$ cat src/rtl/accum3_seq.sv
// accum3_seq: 3-bit sequential accumulator over a valid/ready stream, fed through an FA3bit ripple adder.
//   FA3bit     : x, y (3b), c0 -> s (3b), c3
//   accum3_seq : clk, rst (async high), clr (sync), in_valid/in_ready/in_data[2:0],
//                out_valid/out_ready/out_sum[2:0]/out_ovf; N_OPS operands per group.
module FA3bit (
  input  logic [2:0] x,
  input  logic [2:0] y,
  input  logic       c0,
  output logic [2:0] s,
  output logic       c3
);
  logic [3:0] w_c;
  assign w_c[0] = c0;
  genvar i;
  for (i = 0; i < 3; i++) begin : g_fa
    assign s[i]     = x[i] ^ y[i] ^ w_c[i];
    assign w_c[i+1] = (x[i] & y[i]) | (w_c[i] & (x[i] ^ y[i]));
  end
  assign c3 = w_c[3];
endmodule

module accum3_seq #(
  parameter int N_OPS = 4
) (
  input  logic       clk,
  input  logic       rst,
  input  logic       clr,
  input  logic       in_valid,
  output logic       in_ready,
  input  logic [2:0] in_data,
  output logic       out_valid,
  input  logic       out_ready,
  output logic [2:0] out_sum,
  output logic       out_ovf
);
  typedef enum logic {ACC, HOLD} state_t;
  state_t     r_state;
  logic [2:0] r_acc;
  logic       r_ovf;
  logic [7:0] r_cnt;
  logic [2:0] w_s;
  logic       w_c3;
  FA3bit u_fa (.x(r_acc), .y(in_data), .c0(1'b0), .s(w_s), .c3(w_c3));
  // handshake outputs come from registered state only; clr is deliberately not gated in
  assign in_ready  = (r_state == ACC);
  assign out_valid = (r_state == HOLD);
  assign out_sum   = r_acc;
  assign out_ovf   = r_ovf;
  always_ff @(posedge clk or posedge rst) begin
    if (rst) begin
      r_state <= ACC;
      r_acc   <= '0;
      r_ovf   <= 1'b0;
      r_cnt   <= '0;
    end else if (clr || (r_state == HOLD && out_ready)) begin
      r_state <= ACC;
      r_acc   <= '0;
      r_ovf   <= 1'b0;
      r_cnt   <= '0;
    end else if (r_state == ACC && in_valid) begin
      r_acc   <= w_s;
      r_ovf   <= r_ovf | w_c3;
      r_cnt   <= (r_cnt == 8'(N_OPS - 1)) ? 8'd0 : r_cnt + 8'd1;
      r_state <= (r_cnt == 8'(N_OPS - 1)) ? HOLD : ACC;
    end
  end
endmodule

$ cat config.mk
export PLATFORM = sky130hd
export DESIGN_NAME = accum3_seq
export DESIGN_NICKNAME = d
export VERILOG_FILES = /design/src/rtl/accum3_seq.sv
export SDC_FILE = /design/constraint.sdc
export NUM_CORES = 1
export LEC_CHECK = 0
export CAP_MARGIN = 20
export CORE_AREA = 2 2 43 45
export DETAILED_ROUTE_END_ITERATION = 6
export DIE_AREA = 0 0 45 47
export DONT_BUFFER_PORTS = 1
export PLACE_DENSITY = 0.63
export SYNTH_ARGS = -nofsm -noshare
export SYNTH_HDL_FRONTEND = slang
export SYNTH_SLANG_ARGS = --single-unit
$ cat constraint.sdc
create_clock -name clk -period 1.9 [get_ports clk]
set_input_delay 0.57 -clock clk [delete_from_list [all_inputs] [get_ports clk]]
set_output_delay 0.57 -clock clk [all_outputs]
set_load 0.02 [all_outputs]
==> results of run 1 <==
==> flip-flops by register name (all words and copies together) (netlist names) <==
name       cells
r_cnt          8
out_sum        3
out_ovf        1
out_valid      1
==> worst reg2reg max path, cell delays in order, from the launching register on <==
cell and delay [ns]:
dfrtp_1 0.36, ha_1 0.17, or4b_1 0.46, o41a_1 0.38
mux2_2 0.28
==> area by class of cell <==
cell class | count | share of cell area
tap | 17 | 0.02764
multi-input combinational | 50 | 0.4569
clock buffer | 4 | 0.03415
sequential | 13 | 0.4228
inverter | 2 | 0.009756
timing repair buffer | 5 | 0.04878
==> power by group through the flow <==
stage | sequential, mW | clock [mW] | combinational [mW]
2_1_floorplan | 0.314 | 0 | 0.0455
3_5_place_dp | 0.312 | 0 | 0.0729
6_report | 0.306 | 0.176 | 0.0714
4_1_cts | 0.306 | 0.183 | 0.0733
5_1_grt | 0.308 | 0.190 | 0.0804
3_3_place_gp | 0.311 | 0 | 0.0699
==> kinds of logic after synthesis <==
logic type	after synthesis	share of synthesized area
flip-flops	13	0.4702
AND/OR/NAND/NOR	25	0.1809
buffers and inverters	4	0.02171
adder cells (fa/ha/maj)	4	0.09403
XOR/XNOR	5	0.06329
AO/OA/AOI/OAI	14	0.1392
multiplexers	2	0.03074
==> stage by stage <==
| stage | area [um^2] | cells | hold WS, ns | worst slack (ns) |
|---|---|---|---|---|
| 2_1_floorplan | 691.9 | 67 | 0.4470 | 0.06613 |
| 3_5_place_dp | 743.2 | 87 | 0.5148 | 0.02299 |
| 3_3_place_gp | 743.2 | 87 | 0.5111 | 0.04719 |
| 5_1_grt | 769.5 | 91 | 0.2287 | 0.07785 |
| 4_1_cts | 769.5 | 91 | 0.2013 | 0.1371 |
| 6_report | 769.5 | 91 | 0.1876 | 0.1443 |
==> layout by cell type, fill, tap and decap left out <==
| master | n |
|---|---|
| nor2b_1 | 1 |
| ha_1 | 2 |
| o2111ai_1 | 2 |
| a21oi_1 | 6 |
| o41a_1 | 1 |
| clkbuf_4 | 3 |
| nand4_1 | 1 |
| mux2i_1 | 1 |
| buf_4 | 5 |
| nand2_1 | 8 |
| and3_1 | 1 |
| inv_1 | 2 |
| nor2_1 | 8 |
| o21ai_0 | 1 |
| o211ai_1 | 1 |
| a21o_1 | 2 |
| mux2_2 | 1 |
| or4b_1 | 1 |
| a22o_2 | 1 |
| and4_2 | 1 |
| xor2_1 | 5 |
| fa_1 | 2 |
| clkbuf_1 | 1 |
| and3_2 | 1 |
| nand3_1 | 1 |
| nor3b_1 | 1 |
| dfrtp_1 | 13 |
| nor4_1 | 1 |
==> metal layers <==
metal  global-route usage  vias up  share of wire
met5                    0        -              0
met4              0.04118        0         0.0076
met3              0.05769        2          0.058
met2               0.2171       15           0.47
met1               0.1568      233           0.47
li1                     -      251              -
==> worst paths after layout <==
| check | from | endpoint | cells past startpoint |
|---|---|---|---|
| worst min register to register | r_cnt[6]$_DFFE_PP0P_ | r_cnt[6]$_DFFE_PP0P_ | 1 |
| max in group asynchronous | rst | out_valid$_DFFE_PP0P_ | 1 |
| worst min-delay path | rst | r_cnt[4]$_DFFE_PP0P_ | 1 |
| min in group clk | in_valid | out_valid$_DFFE_PP0P_ | 2 |
| worst max register to register | r_cnt[0]$_DFFE_PP0P_ | r_cnt[0]$_DFFE_PP0P_ | 4 |
| worst max-delay path | r_cnt[0]$_DFFE_PP0P_ | r_cnt[0]$_DFFE_PP0P_ | 4 |
==> impl_metrics.ini, run 1 <==
[sta]
final-hold-violation-count = 0
max_freq_mhz = 569.6
period_needed_ns = 1.756
period_share = 0.9240
totalNegativeSetupSlack_ns = 0
setup_violations = 0
max_slew_margin = 0.6712
worst-slew-pin-transition_ns = 0.4927
worst_clock_skew_ns = 0.004615
slew_violations = 0
grt_setup_unrepaired = no

[clock_network]
tritoncts = built
postCtsHoldBufs = 0
ctsLongestPathBuffers = 2
clockRootBuffer = clkbuf_4
num_cts_buffers = 3
htree_levels = 1
post-cts-setup-buffer-count = 0
ctsResizeCount = 0
path_clk_slew_ns = 0.08
source_to_sink_clock_delay_at_the_later_pin_of_the_worst_skew_pair_ns = 0.28
clock_sinks = 13

[detailed_routing]
wl_per_cell_um = 14.55
drt_iter0_drc = 5
routed_wirelength_mm = 1.324
via_per_instance_ratio = 5.505
detail_route.drc_violations = 0
detail-route-antenna-nets = 0
vias = 501
pre_antenna_drt_iters = 4

[die]
floorplan.die.height_um = 47
io_pins = 14
start_util = 0.4189
die_x_um = 45
row_count = 15
die_area_um2 = 2115
core_region_area_um2 = 1652

[yosys]
synthesis.instances = 67
synth_largest_type_area_fraction = 0.4702
cell_area_synth_um2 = 691.9
syn-mean-instance-area_um2 = 10.33
synth-seq-area-share = 0.4702
synth.largest_area_cell = dfrtp_1
yosysWarnings = 0
synth-edff-count = 0
number_of_distinct_library_cells_after_synthesis = 26
synth-main-ff-cell = dfrtp_1
synthArstFlopShare = 1.000
postSynthNetCount = 79
synth_top_cells_by_count = dfrtp_1, nand2_1, nor2_1
netlist_top_cells_area = dfrtp_1, xor2_1, fa_1
postSynthRegisterBits = 13
yosys.cell_count.top_type = dfrtp_1

[status]
status = finished, final reports clean

[cells_and_area]
net_count_reported_at_finish = 87
seqCellArea_um2 = 325.3
proportion_of_layout_cells_with_a_drive_suffix_above_1 = 0.1622
antenna_cells = 0
fillers = 160
utilization = 0.4659
areaGrowthSynthToFinish_pct = 11.21
area_taken_by_multi_input_logic_gates_um2 = 351.6

[placement]
numPortBuffers = 0
gp_congestion = 0.8097
post-dp-hpwl_um = 970.7

[worst_setup_path]
crit_path_end_kind = flip-flop
critical_path.top_delay_family = simple AND/OR/NAND/NOR gates
critPathLaunchType = flip-flop
critical_path_required_ns = 2.07
critical_path.cell_chain = ha_1, or4b_1, o41a_1, mux2_2
timing.critical_path.arrival_ns = 1.93
critical_path_class = flip-flop to flip-flop
critical-path-max-stage-delay_ns = 0.46
critical_path.n_buffers_inverters = 0
crit_path_max_fanout = 4
crit_path_top_delay_cell = or4b_1
reg2reg_setup_slack_ns = 0.14

[power_and_ir_drop]
worst_supply_voltage_drop_on_vdd_mv = 0.3323
power.total_uw = 552.8
switching_share = 0.2758
power_density_nw_per_um2 = 718.4
p_int_uw = 400.3
share_comb_of_total_power = 0.129
power.share.clock = 0.318
total_switching_power_uw = 152.5
total_leakage_power_nw = 0.3672
p_seq_frac = 0.553

[grt]
grt_overflow_total = 0
grt_first_pass_wirelength_mm = 1.938
antenna_violations_before_repair = 0
globalRouteTotalUtil = 0.1322
grt_start_max_net_pins = 14
vias_in_the_first_global_route = 466

[worst_hold_path]
min-delay-path-class = input pin to async pin

[run]
max-cap-violations = 0
(Power assumes the default switching activity.)
==> run 2, diff against run 1 <==
--- a/config.mk
+++ b/config.mk
@@ -10,7 +10,7 @@
 export DETAILED_ROUTE_END_ITERATION = 6
 export DIE_AREA = 0 0 45 47
 export DONT_BUFFER_PORTS = 1
-export PLACE_DENSITY = 0.63
+export PLACE_DENSITY_LB_ADDON = 0.05
 export SYNTH_ARGS = -nofsm -noshare
 export SYNTH_HDL_FRONTEND = slang
 export SYNTH_SLANG_ARGS = --single-unit
==> run 2 against run 1 <==
  * Routed wire length down 1.1%
  * Global-route usage up 1.4 points
  * Core utilization up 0.91 points
  * Highest routed layer unchanged
  * Worst setup slack worse by 0.012 ns
  * Combinational power down 2%
  * Maximum frequency down 0.71%
  * First-iteration DRC count rose to 3.8 times the previous value
  * Clock skew down 0.0019 ns
  * Clock power about the same
  * Critical path depth unchanged
  * Die area unchanged
  * Sequential share of layout area down 0.81 points
==> impl_metrics.ini, run 2 (synthesis results as in run 1) <==
[status]
status = finished, final reports clean

[detailed_routing]
pre_antenna_drt_iters = 4
via_per_instance_ratio = 5.538
wl_per_cell_um = 14.09
vias = 515
routed_wirelength_mm = 1.310
detail-route-antenna-nets = 0
detail_route.drc_violations = 0
drt_iter0_drc = 19

[sta]
period_share = 0.9306
max_slew_margin = 0.6673
grt_setup_unrepaired = no
setup_violations = 0
totalNegativeSetupSlack_ns = 0
max_freq_mhz = 565.6
fin_ws_ns = 0.1318
slew_violations = 0
worst-slew-pin-transition_ns = 0.4985
final-hold-violation-count = 0
worst_clock_skew_ns = 0.002751
period_needed_ns = 1.768

[die]
start_util = 0.4189
row_count = 15
core_region_area_um2 = 1652
die_area_um2 = 2115
io_pins = 14
floorplan.die.height_um = 47
die_x_um = 45

[worst_setup_path]
crit_path_end_kind = flip-flop
critical_path.n_buffers_inverters = 0
crit_path_max_fanout = 4
critical_path.cell_chain = ha_1, or4b_1, o41a_1, mux2_2
critPathLaunchType = flip-flop
critical_path_required_ns = 2.07
critical_path.top_delay_family = simple AND/OR/NAND/NOR gates
critical-path-max-stage-delay_ns = 0.47
crit_path_top_delay_cell = or4b_1
critical_path_class = flip-flop to flip-flop
timing.critical_path.arrival_ns = 1.94

[clock_network]
num_cts_buffers = 3
postCtsHoldBufs = 0
tritoncts = built
clockRootBuffer = clkbuf_4
source_to_sink_clock_delay_at_the_later_pin_of_the_worst_skew_pair_ns = 0.28
htree_levels = 1
ctsLongestPathBuffers = 2
path_clk_slew_ns = 0.08
post-cts-setup-buffer-count = 0
clock_sinks = 13
ctsResizeCount = 0

[cells_and_area]
largest_reg_flops = 8
proportion_of_layout_cells_with_a_drive_suffix_above_1 = 0.1842
finish.cell_count_without_fillers = 93
layout_commonest_cell = dfrtp_1
regMostFlops = r_cnt
areaGrowthSynthToFinish_pct = 13.38
most-common-layout-cells = dfrtp_1, nand2_1, nor2_1
utilization = 0.4750
net_count_reported_at_finish = 89
antenna_cells = 0

[power_and_ir_drop]
total_leakage_power_nw = 0.3781
power.total_uw = 553.6
power_density_nw_per_um2 = 705.6
worst_supply_voltage_drop_on_vdd_mv = 0.3521

[run]
max-cap-violations = 0

[placement]
preCtsSetupSlack_ns = 0.01497
gp_congestion = 0.7788
numPortBuffers = 0
placed_cells_incl_taps = 89
post-dp-hpwl_um = 971.2

[grt]
grt_overflow_total = 0
globalRouteTotalUtil = 0.1463
grt_first_pass_wirelength_mm = 2.139
grt_start_max_net_pins = 14
vias_in_the_first_global_route = 489
antenna_violations_before_repair = 0

[worst_hold_path]
min-delay-path-class = input pin to async pin
## run 2: path summary, 6_finish.rpt
| check | startpoint | end | slack (ns) | cells after the start |
|---|---|---|---|---|
| max | r_cnt[0]$_DFFE_PP0P_ | r_cnt[0]$_DFFE_PP0P_ | 0.13 | 4 |
| min | rst | r_cnt[0]$_DFFE_PP0P_ | 0.19 | 1 |
| max reg2reg | r_cnt[0]$_DFFE_PP0P_ | r_cnt[0]$_DFFE_PP0P_ | 0.13 | 4 |
| min reg2reg | r_cnt[6]$_DFFE_PP0P_ | r_cnt[6]$_DFFE_PP0P_ | 0.54 | 1 |
| max in group asynchronous | rst | out_sum[1]$_DFFE_PP0P_ | 1.37 | 1 |
| min in group clk | in_valid | out_valid$_DFFE_PP0P_ | 0.44 | 2 |
## run 2: area by class of cell
type	instances	area (um^2)
Clock buffer	4	26.28
Inverter	2	7.507
Fill cell	168	867.1
Multi-Input combinational cell	50	351.6
Sequential cell	13	325.3
Timing Repair Buffer	7	52.55
Tap cell	17	21.27
## run 2: report_power, final
group | switching [mW] | internal [mW]
Combinational | 0.0398 | 0.0305
Sequential | 0.0184 | 0.288
Clock | 0.0954 | 0.0814
## run 2: through the flow
| step | cell area [um^2] | hold WS (ns) |
|---|---|---|
| 4_1_cts | 784.5 | 0.2151 |
| 6_report | 784.5 | 0.1940 |
| 3_3_place_gp | 758.2 | 0.5208 |
| 5_1_grt | 784.5 | 0.2413 |
| 2_1_floorplan | 691.9 | 0.4470 |
| 3_5_place_dp | 758.2 | 0.5212 |
## run 2: routing by layer
| metal | global-route usage | vias to the layer above | wire [um] |
|---|---|---|---|
| met3 | 0.02308 | 5 | 61 |
| met5 | 0 | - | 0 |
| met4 | 0.08824 | 0 | 32 |
| met1 | 0.1942 | 237 | 614 |
| li1 | - | 256 | - |
| met2 | 0.2257 | 17 | 602 |
==> run 3, diff against run 2 <==
--- a/config.mk
+++ b/config.mk
@@ -7,6 +7,7 @@
 export LEC_CHECK = 0
 export CAP_MARGIN = 20
 export CORE_AREA = 2 2 43 45
+export CTS_BUF_LIST = sky130_fd_sc_hd__clkbuf_4
 export DETAILED_ROUTE_END_ITERATION = 6
 export DIE_AREA = 0 0 45 47
 export DONT_BUFFER_PORTS = 1
==> run 3 against run 2 <==
  * Sequential cell count stayed put
  * Critical path depth did not move
  * Total power up 2.4%
  * Via count increased by 2.3%
  * Non-clock buffer count is the same
  * Clock power grew 7%
  * Combinational power about the same
  * Global-route usage stayed put
  * Sequential power about the same
  * Critical path type unchanged
==> impl_metrics.ini, run 3 (synthesis results as in run 1) <==
[die]
die_area_um2 = 2115
start_util = 0.4189
floorplan.die.height_um = 47
die_x_um = 45
io_pins = 14
core_region_area_um2 = 1652
row_count = 15

[worst_setup_path]
crit_path_top_delay_cell = or4b_1
worst_setup_path_startpoint = r_cnt[0]$_DFFE_PP0P_
critical_path_class = flip-flop to flip-flop
worstReg2RegStart = r_cnt[0]$_DFFE_PP0P_
critical-path-max-stage-delay_ns = 0.47
crit_path_max_fanout = 4
critPathLaunchType = flip-flop
critical_path.top_delay_family = simple AND/OR/NAND/NOR gates
critical_path.cell_chain = ha_1, or4b_1, o41a_1, mux2_2
timing.critical_path.arrival_ns = 1.94
critical_path.n_buffers_inverters = 0
crit_path_end_kind = flip-flop
critical_path_required_ns = 2.07

[sta]
period_share = 0.9320
final-hold-violation-count = 0
period_needed_ns = 1.771
grt_setup_unrepaired = no
max_freq_mhz = 564.7
slew_violations = 0
fin_worst_hold_slack_ns = 0.1948
totalNegativeSetupSlack_ns = 0
worst-slew-pin-transition_ns = 0.4992
fin_ws_ns = 0.1292
max_slew_margin = 0.6668
worst_clock_skew_ns = 0.003478
setup_violations = 0

[cells_and_area]
net_count_reported_at_finish = 89
utilization = 0.4773
layout_commonest_cell = dfrtp_1
most-common-layout-cells = dfrtp_1, nand2_1, nor2_1
finish.cell_count_without_fillers = 93
regMostFlops = r_cnt
finish.instance_area_um2 = 788.3
antenna_cells = 0
areaGrowthSynthToFinish_pct = 13.92
proportion_of_layout_cells_with_a_drive_suffix_above_1 = 0.1974
largest_reg_flops = 8

[grt]
vias_in_the_first_global_route = 489
grt_start_max_net_pins = 14
grt_overflow_total = 0
globalRouteTotalUtil = 0.1463
antenna_violations_before_repair = 0
grt_first_pass_wirelength_mm = 2.139

[detailed_routing]
vias = 527
detail-route-antenna-nets = 0
pre_antenna_drt_iters = 4
via_per_instance_ratio = 5.667
routed_wirelength_mm = 1.315
drt_iter0_drc = 17
detail_route.drc_violations = 0
wl_per_cell_um = 14.14

[power_and_ir_drop]
worst_supply_voltage_drop_on_vdd_mv = 0.3296
total_leakage_power_nw = 0.3815
power_density_nw_per_um2 = 719.1
power.total_uw = 566.8

[clock_network]
path_clk_slew_ns = 0.08
source_to_sink_clock_delay_at_the_later_pin_of_the_worst_skew_pair_ns = 0.28
clockRootBuffer = clkbuf_4
ctsResizeCount = 0
tritoncts = built
num_cts_buffers = 3
postCtsHoldBufs = 0
post-cts-setup-buffer-count = 0
ctsLongestPathBuffers = 2
clock_sinks = 13
htree_levels = 1

[run]
max-cap-violations = 0

[placement]
dpl-instance-area_um2 = 758.2
preCtsSetupSlack_ns = 0.01497
post-dp-hpwl_um = 971.2
gp_congestion = 0.7788
placed_cells_incl_taps = 89
numPortBuffers = 0

[status]
status = finished, final reports clean

[worst_hold_path]
min-delay-path-class = input pin to async pin
==> run 3: worst paths after layout <==
path | cells after the start | slack (ns) | to
worst min-delay path | 1 | 0.19 | r_cnt[0]$_DFFE_PP0P_
min in group clk | 2 | 0.44 | out_valid$_DFFE_PP0P_
worst max register to register | 4 | 0.13 | r_cnt[0]$_DFFE_PP0P_
max in group asynchronous | 1 | 1.37 | out_ovf$_DFFE_PP0P_
worst min register to register | 1 | 0.54 | r_cnt[6]$_DFFE_PP0P_
worst max-delay path | 4 | 0.13 | r_cnt[0]$_DFFE_PP0P_
==> run 3: power by group <==
part / switching, mW / leakage (nW) / internal, mW
sequential: 0.0184 / 0.178 / 0.288
clock: 0.0943 / 0.0184 / 0.0957
combinational: 0.0399 / 0.185 / 0.0305
==> run 3: area by class of cell <==
class	count	area (um^2)
sequential	13	325.3
tap	17	21.27
inverter	2	7.507
fill	167	863.3
clock buffer	4	30.03
multi-input combinational	50	351.6
timing repair buffer	7	52.55
==> run 3: worst reg2reg max path, stage by stage, from the launching register on <==
cell,delay [ns]
dfrtp_1,0.36
ha_1,0.17
or4b_1,0.47
o41a_1,0.39
mux2_2,0.28
==> run 3: metal layers <==
layer	part of all wire	track usage
met1	0.46	0.1942
met2	0.46	0.2257
met5	0	0
met3	0.056	0.02308
met4	0.024	0.08824
